### src/rtl/rx_frame_analyser.sv
// Rx frame analyser: captures frame data, checks parity and stop bit, and
// writes good frames to the Rx FIFO with a one-cycle active-low strobe.
module rx_frame_analyser #(
  parameter int unsigned DATA_W     = 9,
  parameter int unsigned SHIFT_W    = 12,
  parameter int unsigned CNT_W      = 4,
  parameter int unsigned ACQ_POINT  = 7,
  parameter int unsigned CNT_W_STAT = 8
) (
  input  logic                  clk,
  input  logic                  rst,
  input  logic [4:0]            state_i,
  input  logic [CNT_W-1:0]      bit_cnt_i,
  input  logic [SHIFT_W-1:0]    shift_i,
  input  logic [3:0]            data_len_i,
  input  logic [2:0]            parity_mode_i,
  input  logic                  big_end_i,
  input  logic                  err_clr_i,
  output logic                  n_we_o,
  output logic [DATA_W-1:0]     data_o,
  input  logic                  p_full_i,
  output logic                  p_parity_err_o,
  output logic                  p_frame_err_o,
  output logic                  p_overrun_err_o,
  output logic [CNT_W_STAT-1:0] frame_cnt_o,
  output logic [CNT_W_STAT-1:0] drop_cnt_o
);

  localparam int unsigned JUDGE_POINT = ACQ_POINT + 1;
  localparam int unsigned DATA_POINT  = ACQ_POINT + 2;
  localparam int unsigned FIFO_POINT  = ACQ_POINT + 3;

  localparam logic [4:0] ST_IDLE   = 5'b00001;
  localparam logic [4:0] ST_START  = 5'b00010;
  localparam logic [4:0] ST_DATA   = 5'b00100;
  localparam logic [4:0] ST_PARITY = 5'b01000;
  localparam logic [4:0] ST_STOP   = 5'b10000;

  logic                  r_n_we;
  logic [DATA_W-1:0]     r_data;
  logic                  r_parity_bad;
  logic                  r_frame_bad;
  logic                  r_trig_d;
  logic                  r_parity_err;
  logic                  r_frame_err;
  logic                  r_overrun_err;
  logic [CNT_W_STAT-1:0] r_frame_cnt;
  logic [CNT_W_STAT-1:0] r_drop_cnt;

  logic [3:0]        w_len;
  logic [DATA_W-1:0] w_cap;
  logic              w_xor;
  logic              w_par_err;
  logic              w_frame_start;
  logic              w_capture;
  logic              w_par_judge;
  logic              w_stop_judge;
  logic              w_trig;
  logic              w_edge;
  logic              w_good;
  logic              w_write;
  logic              w_drop;
  logic              w_set_par;
  logic              w_set_frm;
  logic              w_set_ovr;

  // Shift register bits above the data+parity window carry nothing we use.
  if (SHIFT_W > DATA_W + 1) begin : g_unused
    logic w_unused_shift;
    assign w_unused_shift = ^shift_i[SHIFT_W-1:DATA_W+1];
  end

  // Effective data length; out-of-range requests fall back to DATA_W.
  always_comb begin
    w_len = 4'(DATA_W);
    if (data_len_i >= 4'd5 && 32'(data_len_i) <= DATA_W) begin
      w_len = data_len_i;
    end
  end

  // Reorder the shift register into data bits according to bit order.
  always_comb begin
    w_cap = '0;
    for (int i = 0; i < int'(DATA_W); i++) begin
      if (i < int'(w_len)) begin
        w_cap[i] = big_end_i ? shift_i[i] : shift_i[int'(w_len) - 1 - i];
      end
    end
  end

  // XOR over data bits plus the parity bit sitting at shift_i[0].
  always_comb begin
    w_xor = 1'b0;
    for (int i = 0; i <= int'(DATA_W); i++) begin
      if (i <= int'(w_len)) begin
        w_xor = w_xor ^ shift_i[i];
      end
    end
  end

  // Parity verdict for the selected mode.
  always_comb begin
    w_par_err = 1'b0;
    case (parity_mode_i)
      3'd1:    w_par_err = w_xor;
      3'd2:    w_par_err = ~w_xor;
      3'd3:    w_par_err = ~shift_i[0];
      3'd4:    w_par_err = shift_i[0];
      default: w_par_err = 1'b0;
    endcase
  end

  assign w_frame_start = (state_i == ST_IDLE) || (state_i == ST_START);
  assign w_capture     = (state_i == ST_DATA)   && (bit_cnt_i == CNT_W'(DATA_POINT));
  assign w_par_judge   = (state_i == ST_PARITY) && (bit_cnt_i == CNT_W'(JUDGE_POINT));
  assign w_stop_judge  = (state_i == ST_STOP)   && (bit_cnt_i == CNT_W'(JUDGE_POINT));
  assign w_trig        = (state_i == ST_STOP)   && (bit_cnt_i == CNT_W'(FIFO_POINT));
  assign w_edge        = w_trig & ~r_trig_d;
  assign w_good        = ~r_parity_bad & ~r_frame_bad;
  assign w_write       = w_edge & w_good & ~p_full_i;
  assign w_drop        = w_edge & ~w_write;
  assign w_set_par     = w_edge & r_parity_bad;
  assign w_set_frm     = w_edge & r_frame_bad;
  assign w_set_ovr     = w_edge & w_good & p_full_i;

  // Frame data register: cleared between frames, last capture wins.
  always_ff @(posedge clk or negedge rst) begin
    if (!rst) begin
      r_data <= '0;
    end else if (w_frame_start) begin
      r_data <= '0;
    end else if (w_capture) begin
      r_data <= w_cap;
    end
  end

  // Per-frame error flags, reset at the start of every frame.
  always_ff @(posedge clk or negedge rst) begin
    if (!rst) begin
      r_parity_bad <= 1'b0;
      r_frame_bad  <= 1'b0;
    end else if (w_frame_start || state_i == ST_DATA) begin
      r_parity_bad <= 1'b0;
      r_frame_bad  <= 1'b0;
    end else begin
      if (w_par_judge && w_par_err) r_parity_bad <= 1'b1;
      if (w_stop_judge && !shift_i[0]) r_frame_bad <= 1'b1;
    end
  end

  // Write strobe on the rising edge of the trigger condition only.
  always_ff @(posedge clk or negedge rst) begin
    if (!rst) begin
      r_trig_d <= 1'b0;
      r_n_we   <= 1'b1;
    end else begin
      r_trig_d <= w_trig;
      r_n_we   <= ~w_write;
    end
  end

  // Sticky error flags; a set wins over a simultaneous clear.
  always_ff @(posedge clk or negedge rst) begin
    if (!rst) begin
      r_parity_err  <= 1'b0;
      r_frame_err   <= 1'b0;
      r_overrun_err <= 1'b0;
    end else begin
      r_parity_err  <= (r_parity_err  & ~err_clr_i) | w_set_par;
      r_frame_err   <= (r_frame_err   & ~err_clr_i) | w_set_frm;
      r_overrun_err <= (r_overrun_err & ~err_clr_i) | w_set_ovr;
    end
  end

  // Written and dropped frame counters, wrapping.
  always_ff @(posedge clk or negedge rst) begin
    if (!rst) begin
      r_frame_cnt <= '0;
      r_drop_cnt  <= '0;
    end else begin
      if (w_write) r_frame_cnt <= r_frame_cnt + CNT_W_STAT'(1);
      if (w_drop)  r_drop_cnt  <= r_drop_cnt + CNT_W_STAT'(1);
    end
  end

  assign n_we_o          = r_n_we;
  assign data_o          = r_data;
  assign p_parity_err_o  = r_parity_err;
  assign p_frame_err_o   = r_frame_err;
  assign p_overrun_err_o = r_overrun_err;
  assign frame_cnt_o     = r_frame_cnt;
  assign drop_cnt_o      = r_drop_cnt;

endmodule
### config.mk
export PLATFORM = sky130hd
export DESIGN_NAME = rx_frame_analyser
export DESIGN_NICKNAME = d
export VERILOG_FILES = /design/src/rtl/rx_frame_analyser.sv
export SDC_FILE = /design/constraint.sdc
export NUM_CORES = 1
export LEC_CHECK = 0
export BUFFER_PORTS_ARGS = -buffer_cell sky130_fd_sc_hd__buf_2
export CAP_MARGIN = 20
export CORE_MARGIN = 5
export CORE_UTILIZATION = 56
export CTS_CLUSTER_SIZE = 25
export DETAILED_ROUTE_END_ITERATION = 7
export GPL_TIMING_DRIVEN = 0
export HOLD_SLACK_MARGIN = 0.1
export PLACE_DENSITY = 0.86
export SLEW_MARGIN = 30
export SYNTH_ARGS = -nofsm -noshare
export SYNTH_HDL_FRONTEND = slang
export SYNTH_SLANG_ARGS = --single-unit
### constraint.sdc
create_clock -name clk -period 2 [get_ports clk]
set_input_delay 0.4 -clock clk [delete_from_list [all_inputs] [get_ports clk]]
set_output_delay 0.4 -clock clk [all_outputs]
set_load 0.1 [all_outputs]
==> run_results.csv, run 1 <==
group,metric,value,unit
placed_design,port_buffers,54,
detailed_routing,vias_per_cell,6.34,
clock_network,clock_latency,0.28,ns
detailed_routing,drc,2,
placed_design,dp_hpwl,6020,microns
pwr,swShare,38.1,%
timing,max_slew_margin,54.0,%
synthesis,syn_area,2900,sq um
worst_setup_path,worst-r2r-cell-count,6,
worst_setup_path,worstPathRequired,2.17,ns
worst_setup_path,cp_max_fo,7,
clock_network,numCtsBuffers,5,
global_route,grt_max_degree,33,
synthesis,yosysTopAreaCellShare,26.8,%
global_route,grt_first_pass_wirelength,13900,microns
die,fp.dieH,81.9,microns
die,ios,62,
timing,rsz0062_at_grt,"yes",
pwr,p_per_area,583,nW/um^2
timing,finalHoldViolCount,0,
clock_network,cts_htree_levels,2,
die,core_area,5070,sq um
worst_setup_path,start_kind,"primary input",
synthesis,synth.avg_cell_area,8.73,sq um
placed_design,dp_slack,-1.40,ns
global_route,overflow,0,
synthesis,synthCells,332,
clock_network,cts_tree,"yes",
placed_design,gp_congestion,0.908,
timing,min_period,2.87,ns
detailed_routing,drt-total-wl,9340,microns
detailed_routing,drtAntennaViolNets,0,
synthesis,yosysTopAreaCell,"dfrtp_1",
final_layout,area_delta_synth_final,38.9,%
detailed_routing,drtIter0Drc,243,
synthesis,synth_ff_type,"dfrtp_1",
synthesis,synth_seq_cells,32,
timing,drv_slew,0,
timing,setup_violations,10,
synthesis,yosysWarnings,0,
synthesis,synth_area_leaders,"dfrtp_1, xnor2_1, ha_1",
pwr,intPower,1.45,mW
final_layout,layout-drive-gt1-share,38.5,%
outcome,run_status,"complete, but fails checks",
final_layout,final_cell_mix,"buf_2, dfrtp_1, nand2_1",
clock_network,clk_pin_slew,0.07,ns
final_layout,fin_nets,473,
timing,setup_slack,-0.869,ns
clock_network,cts_buffer_depth,2,
timing,timing.fmax,349,MHz
timing,skew,0.00688,ns
pwr,p_clk_share,25.7,%
pwr,vdd_drop_max,0.350,mV
synthesis,synth_edf_count,0,
worst_setup_path,critical_path_class,"in -> reg",
pwr,leakage,1.80,nW
clock_network,cts_root_buf,"clkbuf_8",
pwr,p_seq_share,29.5,%
outcome,failed_checks,"DRC, setup timing",
pwr,p_switching,893,uW
clock_network,cts_sinks,32,
global_route,grt_pass1_vias,2945,
synthesis,ys_seq_area_share,27.7,%
global_route,antenna_found_initial,0,
die,initial_utilization,57.1,%
global_route,grtUsageTotal,26.7,%
synthesis,synth_nets,377,
final_layout,final_common_cell,"buf_2",
worst_setup_path,r2r-start,"r_frame_bad$_DFFE_PN0P_",
detailed_routing,dr.pass1.iters,8,
timing,worst_slew_pin_slew,0.690,ns
worst_setup_path,cp.arrival,3.04,ns
worst_setup_path,regToRegSetupSlack,0.30,ns
job,cap_violations,0,
worst_hold_path,hp-class,"in -> async",
timing,setup_tns,-6.04,ns
final_layout,num_antenna_cells,0,
detailed_routing,vias,3162,
worst_setup_path,endpoint_kind,"flop",
detailed_routing,routedWlPerCell,18.7,microns
timing,post-route-period-util,143,%
pwr,combPwrFrac,44.8,%
die,die_x,81.9,microns
synthesis,ys_async_sr_fraction,100,%
die,std_cell_rows,26,
synthesis,synth_cell_types,66,
worst_setup_path,r2r-end,"frame_cnt_o[5]$_DFFE_PN0P_",
die,dieArea,6710,sq um
==> cell usage after synthesis, types with 3 or more instances <==
cell type / instances
xnor2_2: 3
mux2i_1: 12
nor3_1: 5
ha_1: 12
xor2_1: 6
and3_1: 6
nand4_1: 4
a32o_1: 4
clkbuf_1: 9
o22ai_1: 10
o221ai_1: 7
buf_6: 3
o21ai_1: 4
nor2_1: 18
nor2b_1: 9
nand3_1: 7
nand2_1: 28
nor3b_1: 5
dfrtp_1: 31
a22o_1: 3
nor4_1: 8
xnor2_1: 20
nand2b_1: 5
a21oi_1: 12
a31oi_1: 3
inv_1: 9
o32a_1: 8
buf_1: 3
buf_2: 7
o31ai_1: 4
o221ai_2: 3
o21ai_0: 19
nand3b_1: 6
==> worst max path at each step <==
stage	slack, ns	from	end
3_3_place_gp	-1.33	data_len_i[1]	data_o[5]$_DFFE_PN0P_
2_1_floorplan	-0.93	data_len_i[1]	data_o[5]$_DFFE_PN0P_
3_5_place_dp	-1.40	data_len_i[1]	data_o[5]$_DFFE_PN0P_
5_1_grt	-1.0	data_len_i[1]	data_o[5]$_DFFE_PN0P_
4_1_cts	-0.75	data_len_i[1]	data_o[5]$_DFFE_PN0P_
6_report	-0.87	data_len_i[1]	data_o[5]$_DFFE_PN0P_
==> registers in the layout, indices dropped and copies added, names as in the netlist <==
signal and flops:
drop_cnt_o 8, r_parity_bad 1, p_parity_err_o 1, p_frame_err_o 1, frame_cnt_o 8, r_frame_bad 1, n_we_o 1, p_overrun_err_o 1
r_trig_d 1, data_o 9
==> logic make-up (layout without fill, tap and decap cells) <==
logic type	after synthesis	after routing	share of synthesized area, %
DFF	32	32	27.7
muxes	13	13	4.53
xor gates and xnor gates	30	30	10.3
AOI/OAI and AO/OA	97	97	24.7
adders and majority gates	12	12	5.18
buffers and inverters	35	132	5.87
and+or+nand+nor	113	113	21.7
==> per-stage QoR <==
step / total power [mW] / hold slack, ns / area (sq um) / instances / utilization (%)
2_1_floorplan: 1.35 / 0.104 / 3030 / 332 / -
3_3_place_gp: 1.52 / 0.451 / 3390 / 456 / 66.8
3_5_place_dp: 1.54 / 0.460 / 3390 / 456 / 66.8
4_1_cts: 2.24 / 0.177 / 3800 / 485 / 74.8
5_1_grt: 2.43 / 0.218 / 4030 / 499 / 79.3
6_report: 2.35 / 0.156 / 4030 / 499 / 79.3
==> power groups by stage <==
stage	clock [mW]	combinational [mW]	sequential, mW
floorplan	0	0.465	0.887
global placement	0	0.817	0.702
detailed placement	0	0.835	0.703
CTS	0.605	0.942	0.691
global route	0.637	1.10	0.693
finish	0.603	1.05	0.691
==> routing by layer <==
metal  routed length [microns]  global-route usage (%)  up-vias
li1                          -                       -     1442
met4                       359                    13.5        0
met1                      3410                    30.4     1504
met3                       738                    3.73       38
met2                      4830                    48.4      178
met5                         0                       0        -
==> final cells by class <==
| cell class | count | area (sq um) |
|---|---|---|
| plain buffers | 24 | 165 |
| inverters | 11 | 61.3 |
| clock buffers | 6 | 72.6 |
| flip-flops and latches | 32 | 802 |
| multi-input cells | 265 | 2210 |
| repair buffers | 89 | 593 |
| fillers | 319 | 1050 |
| clock inverters | 2 | 35.0 |
| well taps | 70 | 87.6 |
==> timing repair <==
action | in CTS | in global routing
buffers inserted | 21 | 14
endpoints found under the setup margin | 10 | 13
pin swaps | 23 | 19
gates resized for setup | 26 | 27
hold buffers | 0 | 0
==> critical path: stages <==
cell and delay [ns]:
buf_8 0.10, buf_8 0.11, nand2b_4 0.14, a21oi_4 0.18, a21boi_4 0.28, ha_4 0.20, inv_6 0.04, xnor2_4 0.27
ha_4 0.23, nor2b_4 0.17, a21oi_2 0.05, o31ai_2 0.27, a21oi_2 0.09, a31oi_1 0.15, nand3_1 0.09, a32o_1 0.26
No activity file was read; power rests on OpenSTA's default activity.
==> inputs of run 2 (changes only) <==
--- a/config.mk
+++ b/config.mk
@@ -7,13 +7,14 @@
 export LEC_CHECK = 0
 export BUFFER_PORTS_ARGS = -buffer_cell sky130_fd_sc_hd__buf_2
 export CAP_MARGIN = 20
+export CORE_ASPECT_RATIO = 1.5
 export CORE_MARGIN = 5
-export CORE_UTILIZATION = 56
+export CORE_UTILIZATION = 50
 export CTS_CLUSTER_SIZE = 25
 export DETAILED_ROUTE_END_ITERATION = 7
 export GPL_TIMING_DRIVEN = 0
 export HOLD_SLACK_MARGIN = 0.1
-export PLACE_DENSITY = 0.86
+export PLACE_DENSITY = 0.81
 export SLEW_MARGIN = 30
 export SYNTH_ARGS = -nofsm -noshare
 export SYNTH_HDL_FRONTEND = slang
==> constraint.sdc (replaced) <==
create_clock -name clk -period 2.5 [get_ports clk]
set_input_delay 0.5 -clock clk [delete_from_list [all_inputs] [get_ports clk]]
set_output_delay 0.5 -clock clk [all_outputs]
set_load 0.1 [all_outputs]
==> run 2 against run 1 <==
Setup slack better by 0.49 ns. Power down 27%. The run ends with setup timing left. Largest cell class unchanged. Clock power down 34%. Non-clock buffer count down 10. Via count down 2.4%. Sequential cell count unchanged. Largest power group unchanged. First-iteration DRC count down 11%.
==> run_results.csv, run 2 (same netlist as run 1, synthesis figures left out) <==
group,metric,value,unit
global_route,grt_max_degree,33,
global_route,grt_first_pass_wirelength,13700,microns
worst_setup_path,cp_cell_sequence,"buf_6 > buf_6 > clkinvlp_4 > a21oi_4 > a21boi_4 > ha_4 > inv_4 > xnor2_4 > ha_4 > nor2b_4 > nor2_2 > o31ai_2 > a21oi_2 > a31oi_1 > nand3_1 > a32o_1",
timing,max_slew_margin,54.4,%
detailed_routing,vias_per_cell,6.29,
pwr,p_per_area,451,nW/um^2
detailed_routing,drc,0,
clock_network,numCtsBuffers,5,
clock_network,cts_htree_levels,2,
timing,worst_slew_pin_slew,0.685,ns
detailed_routing,drtAntennaViolNets,0,
timing,setup_slack,-0.381,ns
final_layout,num_antenna_cells,0,
worst_setup_path,cp_max_fo,8,
detailed_routing,drt-total-wl,8710,microns
pwr,leakage,1.71,nW
worst_setup_path,start_kind,"primary input",
placed_design,port_buffers,54,
worst_setup_path,worstPathRequired,2.67,ns
global_route,grt_pass1_vias,2939,
die,initial_utilization,50.5,%
timing,drv_slew,0,
worst_setup_path,critical_path_class,"in -> reg",
placed_design,gp_congestion,0.958,
clock_network,clk_pin_slew,0.06,ns
die,std_cell_rows,34,
timing,timing.fmax,347,MHz
die,fp.dieH,103,microns
worst_setup_path,r2r-start,"r_trig_d$_DFF_PN0_",
final_layout,final_cell_mix,"buf_2, dfrtp_1, nand2_1",
final_layout,largest_reg_flops,9,
timing,skew,0.00437,ns
clock_network,cts_root_buf,"clkbuf_8",
worst_setup_path,slowest_stage,"a21boi_4",
final_layout,finish.utilization,66.5,%
placed_design,dp_hpwl,6320,microns
placed_design,placedInstanceArea,3380,sq um
worst_setup_path,r2r-end,"drop_cnt_o[7]$_DFFE_PN0P_",
die,ios,62,
final_layout,fin_nets,463,
final_layout,final_common_cell,"buf_2",
outcome,failed_checks,"setup timing",
final_layout,area_delta_synth_final,31.7,%
clock_network,cts_tree,"yes",
clock_network,clock_latency,0.28,ns
timing,setup_tns,-0.879,ns
worst_setup_path,endpoint_kind,"flop",
die,core_area,5740,sq um
global_route,overflow,0,
detailed_routing,vias,3087,
worst_setup_path,worst-r2r-cell-count,6,
die,dieArea,7450,sq um
timing,rsz0062_at_grt,"yes",
clock_network,cts_sinks,32,
job,cap_violations,0,
final_layout,layout-drive-gt1-share,34.8,%
global_route,grtUsageTotal,23.2,%
detailed_routing,routedWlPerCell,17.7,microns
worst_setup_path,regToRegSetupSlack,0.65,ns
final_layout,fin_area,3820,sq um
die,die_x,72.2,microns
global_route,antenna_found_initial,0,
worst_setup_path,cpPeakStageDelay,0.26,ns
pwr,fin_total_pwr,1.72,mW
outcome,run_status,"complete, but fails checks",
detailed_routing,dr.pass1.iters,5,
timing,min_period,2.88,ns
worst_setup_path,cp.arrival,3.05,ns
timing,finalHoldViolCount,0,
timing,post-route-period-util,115,%
timing,setup_violations,4,
pwr,vdd_drop_max,0.185,mV
clock_network,cts_buffer_depth,2,
detailed_routing,drtIter0Drc,217,
worst_hold_path,hp-class,"in -> async",
## run 2: cell count changes in the layout (fill, tap and decap cells not counted), sizes merged
cell      before  now
clkinv         2    3
clkinvlp       0    1
buf          104   94
inv           10    9
bufinv         1    0
## run 2: critical path, delay by kind of cell
family | cells | cell delay (ns)
AO/OA/AOI/OAI | 6 | 1.24
XOR/XNOR | 1 | 0.23
adder cells (fa/ha/maj) | 2 | 0.40
buffers and inverters | 4 | 0.36
AND/OR/NAND/NOR | 3 | 0.33
## run 2: what timing repair did
action	CTS	global route
resized for setup	9	21
hold buffers	0	0
setup buffers	12	13
hold endpoints to repair	0	0
pin swaps	13	15
endpoints found under the setup margin	9	8
## run 2: through the flow
stage	worst slack, ns	hold WS [ns]	std cells
after floorplan	-0.533	0.204	332
after global placement	-0.945	0.452	458
after detailed placement	-0.988	0.462	458
after CTS	-0.346	0.277	478
after global routing	-0.475	0.316	491
final	-0.381	0.261	491
## run 2: cell type report
class                      instances  area (sq um)
fill                             455          1930
buffer                            24           155
sequential                        32           802
multi-input combinational        265          2130
clock buffer                       6          82.6
tap                               72          90.1
clock inverter                     2          10.0
timing repair buffer              79           478
inverter                          11          65.1
## run 2: worst max-delay path by stage
stage / from / endpoint / slack [ns] / depth (start not counted)
finish: data_len_i[2] / data_o[5]$_DFFE_PN0P_ / -0.38 / 16
detailed placement: data_len_i[1] / data_o[5]$_DFFE_PN0P_ / -0.99 / 16
global placement: data_len_i[1] / data_o[5]$_DFFE_PN0P_ / -0.94 / 16
CTS: data_len_i[1] / data_o[5]$_DFFE_PN0P_ / -0.35 / 16
floorplan: data_len_i[1] / data_o[5]$_DFFE_PN0P_ / -0.53 / 15
global route: data_len_i[2] / data_o[5]$_DFFE_PN0P_ / -0.48 / 16
## run 2: layer usage
layer,vias up,wire (microns),global-route usage [%]
met3,48,712,3.09
met2,194,4320,41.2
met4,0,588,16.2
met1,1430,3090,25.1
li1,1415,-,-
met5,-,0,0
## run 2: where the power goes
part / internal (mW) / leakage, nW / switching, mW
Combinational: 0.291 / 1.22 / 0.480
Sequential: 0.539 / 0.440 / 0.0132
Clock: 0.219 / 0.0510 / 0.180
Total: 1.05 / 1.71 / 0.673
==> inputs of run 3 (changes only) <==
--- a/config.mk
+++ b/config.mk
@@ -12,7 +12,6 @@
 export CORE_UTILIZATION = 50
 export CTS_CLUSTER_SIZE = 25
 export DETAILED_ROUTE_END_ITERATION = 7
-export GPL_TIMING_DRIVEN = 0
 export HOLD_SLACK_MARGIN = 0.1
 export PLACE_DENSITY = 0.81
 export SLEW_MARGIN = 30
==> run 3 against run 2 <==
The flow still finishes with violations (setup timing). Highest routed layer unchanged. Non-clock buffer count rose by 12. Critical endpoint unchanged. Sequential cell count unchanged. Cell area rose by 2.9%. Power up 7.8%. Combinational power is 6.1% higher. Routed wire length rose by 2.1%. Clock skew up 0.0027 ns.
==> run_results.csv, run 3 (same netlist as run 1, synthesis figures left out) <==
group,metric,value,unit
outcome,run_status,"complete, but fails checks",
outcome,failed_checks,"setup timing",
timing,min_period,2.58,ns
die,ios,62,
detailed_routing,drt-total-wl,8890,microns
die,fp.dieH,103,microns
worst_setup_path,cp_max_fo,5,
clock_network,cts_tree,"yes",
pwr,swShare,37.5,%
clock_network,clock_latency,0.29,ns
global_route,antenna_found_initial,0,
die,initial_utilization,50.5,%
die,core_area,5740,sq um
global_route,grt_first_pass_wirelength,14100,microns
final_layout,finish.utilization,68.4,%
worst_setup_path,critical_path_class,"in -> reg",
timing,rsz0062_at_grt,"yes",
pwr,intPower,1.16,mW
pwr,p_clk_share,26.3,%
pwr,fin_total_pwr,1.86,mW
die,std_cell_rows,34,
global_route,grt_max_degree,33,
timing,finalHoldViolCount,0,
detailed_routing,vias,3073,
clock_network,ctsHoldBuffers,0,
timing,max_slew_margin,53.3,%
final_layout,final_cell_mix,"buf_2, buf_4, dfrtp_1",
timing,setup_slack,-0.0752,ns
final_layout,fin_nets,475,
timing,post-route-period-util,103,%
detailed_routing,drc,0,
global_route,grt_pass1_vias,3093,
final_layout,largest_reg_flops,9,
detailed_routing,drtAntennaViolNets,0,
clock_network,clk_pin_slew,0.07,ns
worst_setup_path,worstPathRequired,2.67,ns
clock_network,cts_htree_levels,2,
placed_design,dp_hpwl,6720,microns
timing,setup_violations,4,
final_layout,layout-drive-gt1-share,39.9,%
pwr,leakage,1.80,nW
final_layout,final_common_cell,"buf_2",
timing,worst_slew_pin_slew,0.700,ns
timing,drv_slew,0,
placed_design,port_buffers,61,
worst_setup_path,start_kind,"primary input",
timing,timing.fmax,388,MHz
pwr,vdd_drop_max,0.288,mV
global_route,overflow,0,
timing,skew,0.00706,ns
clock_network,numCtsBuffers,5,
pwr,p_seq_share,29.7,%
die,die_x,72.2,microns
placed_design,gp_congestion,0.916,
clock_network,cts_root_buf,"clkbuf_8",
pwr,p_per_area,473,nW/um^2
job,cap_violations,0,
timing,holdWs,0.259,ns
clock_network,cts_buffer_depth,2,
clock_network,cts_sinks,32,
detailed_routing,dr.pass1.iters,5,
die,dieArea,7450,sq um
worst_setup_path,endpoint_kind,"flop",
placed_design,dp_slack,-0.470,ns
final_layout,area_delta_synth_final,35.6,%
final_layout,num_antenna_cells,0,
pwr,combPwrFrac,44.0,%
worst_hold_path,hp-class,"in -> async",
pwr,p_switching,697,uW
global_route,grtUsageTotal,23.7,%
detailed_routing,drtIter0Drc,138,
detailed_routing,vias_per_cell,6.11,
detailed_routing,routedWlPerCell,17.7,microns
worst_setup_path,cp.arrival,2.75,ns
-- run 3: changes by cell type in the layout (fill, tap and decap cells not counted), sizes merged --
cell | previous run | this run
inv | 9 | 10
clkbuf | 15 | 6
bufinv | 0 | 1
buf | 94 | 115
clkinvlp | 1 | 0
clkinv | 3 | 2
-- run 3: layout make-up --
cell class	count	area, sq um
clock buffer	6	72.6
clock inverter	2	35.0
fill	474	1810
inverter	11	53.8
multi-input combinational	265	2140
sequential	32	802
tap	72	90.1
timing repair buffer	115	737
-- run 3: per-layer routing --
metal,global-route usage [%],part of all wire (%)
met5,0,0
met4,14.9,6.3
met3,3.58,6.3
met2,44.2,52
met1,24.4,36
-- run 3: timing repair --
| action | CTS | global route |
|---|---|---|
| pin swaps | 12 | 13 |
| setup endpoints to repair | 2 | 8 |
| cloned | 0 | 0 |
| setup buffers | 7 | 3 |
| hold endpoints to repair | 0 | 0 |
| gates resized for setup | 11 | 17 |
-- run 3: final timing paths --
path                       cells after the start                        from                    endpoint  slack (ns)
setup / recovery                              15               data_len_i[1]       data_o[5]$_DFFE_PN0P_       -0.08
hold / removal                                 1                         rst     r_frame_bad$_DFFE_PN0P_        0.26
setup reg to reg                               7          r_trig_d$_DFF_PN0_  frame_cnt_o[7]$_DFFE_PN0P_        0.69
hold reg to reg                                1  frame_cnt_o[7]$_DFFE_PN0P_  frame_cnt_o[7]$_DFFE_PN0P_        0.48
max in group asynchronous                      1                         rst     p_frame_err_o$_DFF_PN0_        1.79
min in group clk                               2                    p_full_i   p_overrun_err_o$_DFF_PN0_        0.48
-- run 3: power groups by stage --
stage / sequential (mW) / combinational [mW] / clock [mW]
final: 0.552 / 0.818 / 0.488
after CTS: 0.552 / 0.771 / 0.493
after detailed placement: 0.561 / 0.727 / 0
after global placement: 0.560 / 0.711 / 0
after floorplan: 0.710 / 0.371 / 0
after global routing: 0.554 / 0.865 / 0.512
-- run 3: stage by stage --
| step | area (sq um) | TNS, ns | instances |
|---|---|---|---|
| 6_report | 3930 | -0.141 | 503 |
| 5_1_grt | 3930 | -0.595 | 503 |
| 4_1_cts | 3830 | -0.254 | 500 |
| 3_5_place_dp | 3600 | -2.06 | 485 |
| 3_3_place_gp | 3600 | -1.58 | 485 |
| 2_1_floorplan | 3020 | -1.98 | 332 |
-- run 3: worst max-delay path, cell delays in order --
cell,delay [ns]
buf_6,0.09
nand2b_4,0.14
a21oi_4,0.12
a21boi_4,0.25
ha_4,0.18
inv_4,0.05
xnor2_4,0.23
ha_4,0.20
nor2b_4,0.16
nor2_2,0.04
o31ai_2,0.25
a21oi_2,0.07
a31oi_1,0.16
nand3_1,0.09
a32o_1,0.22
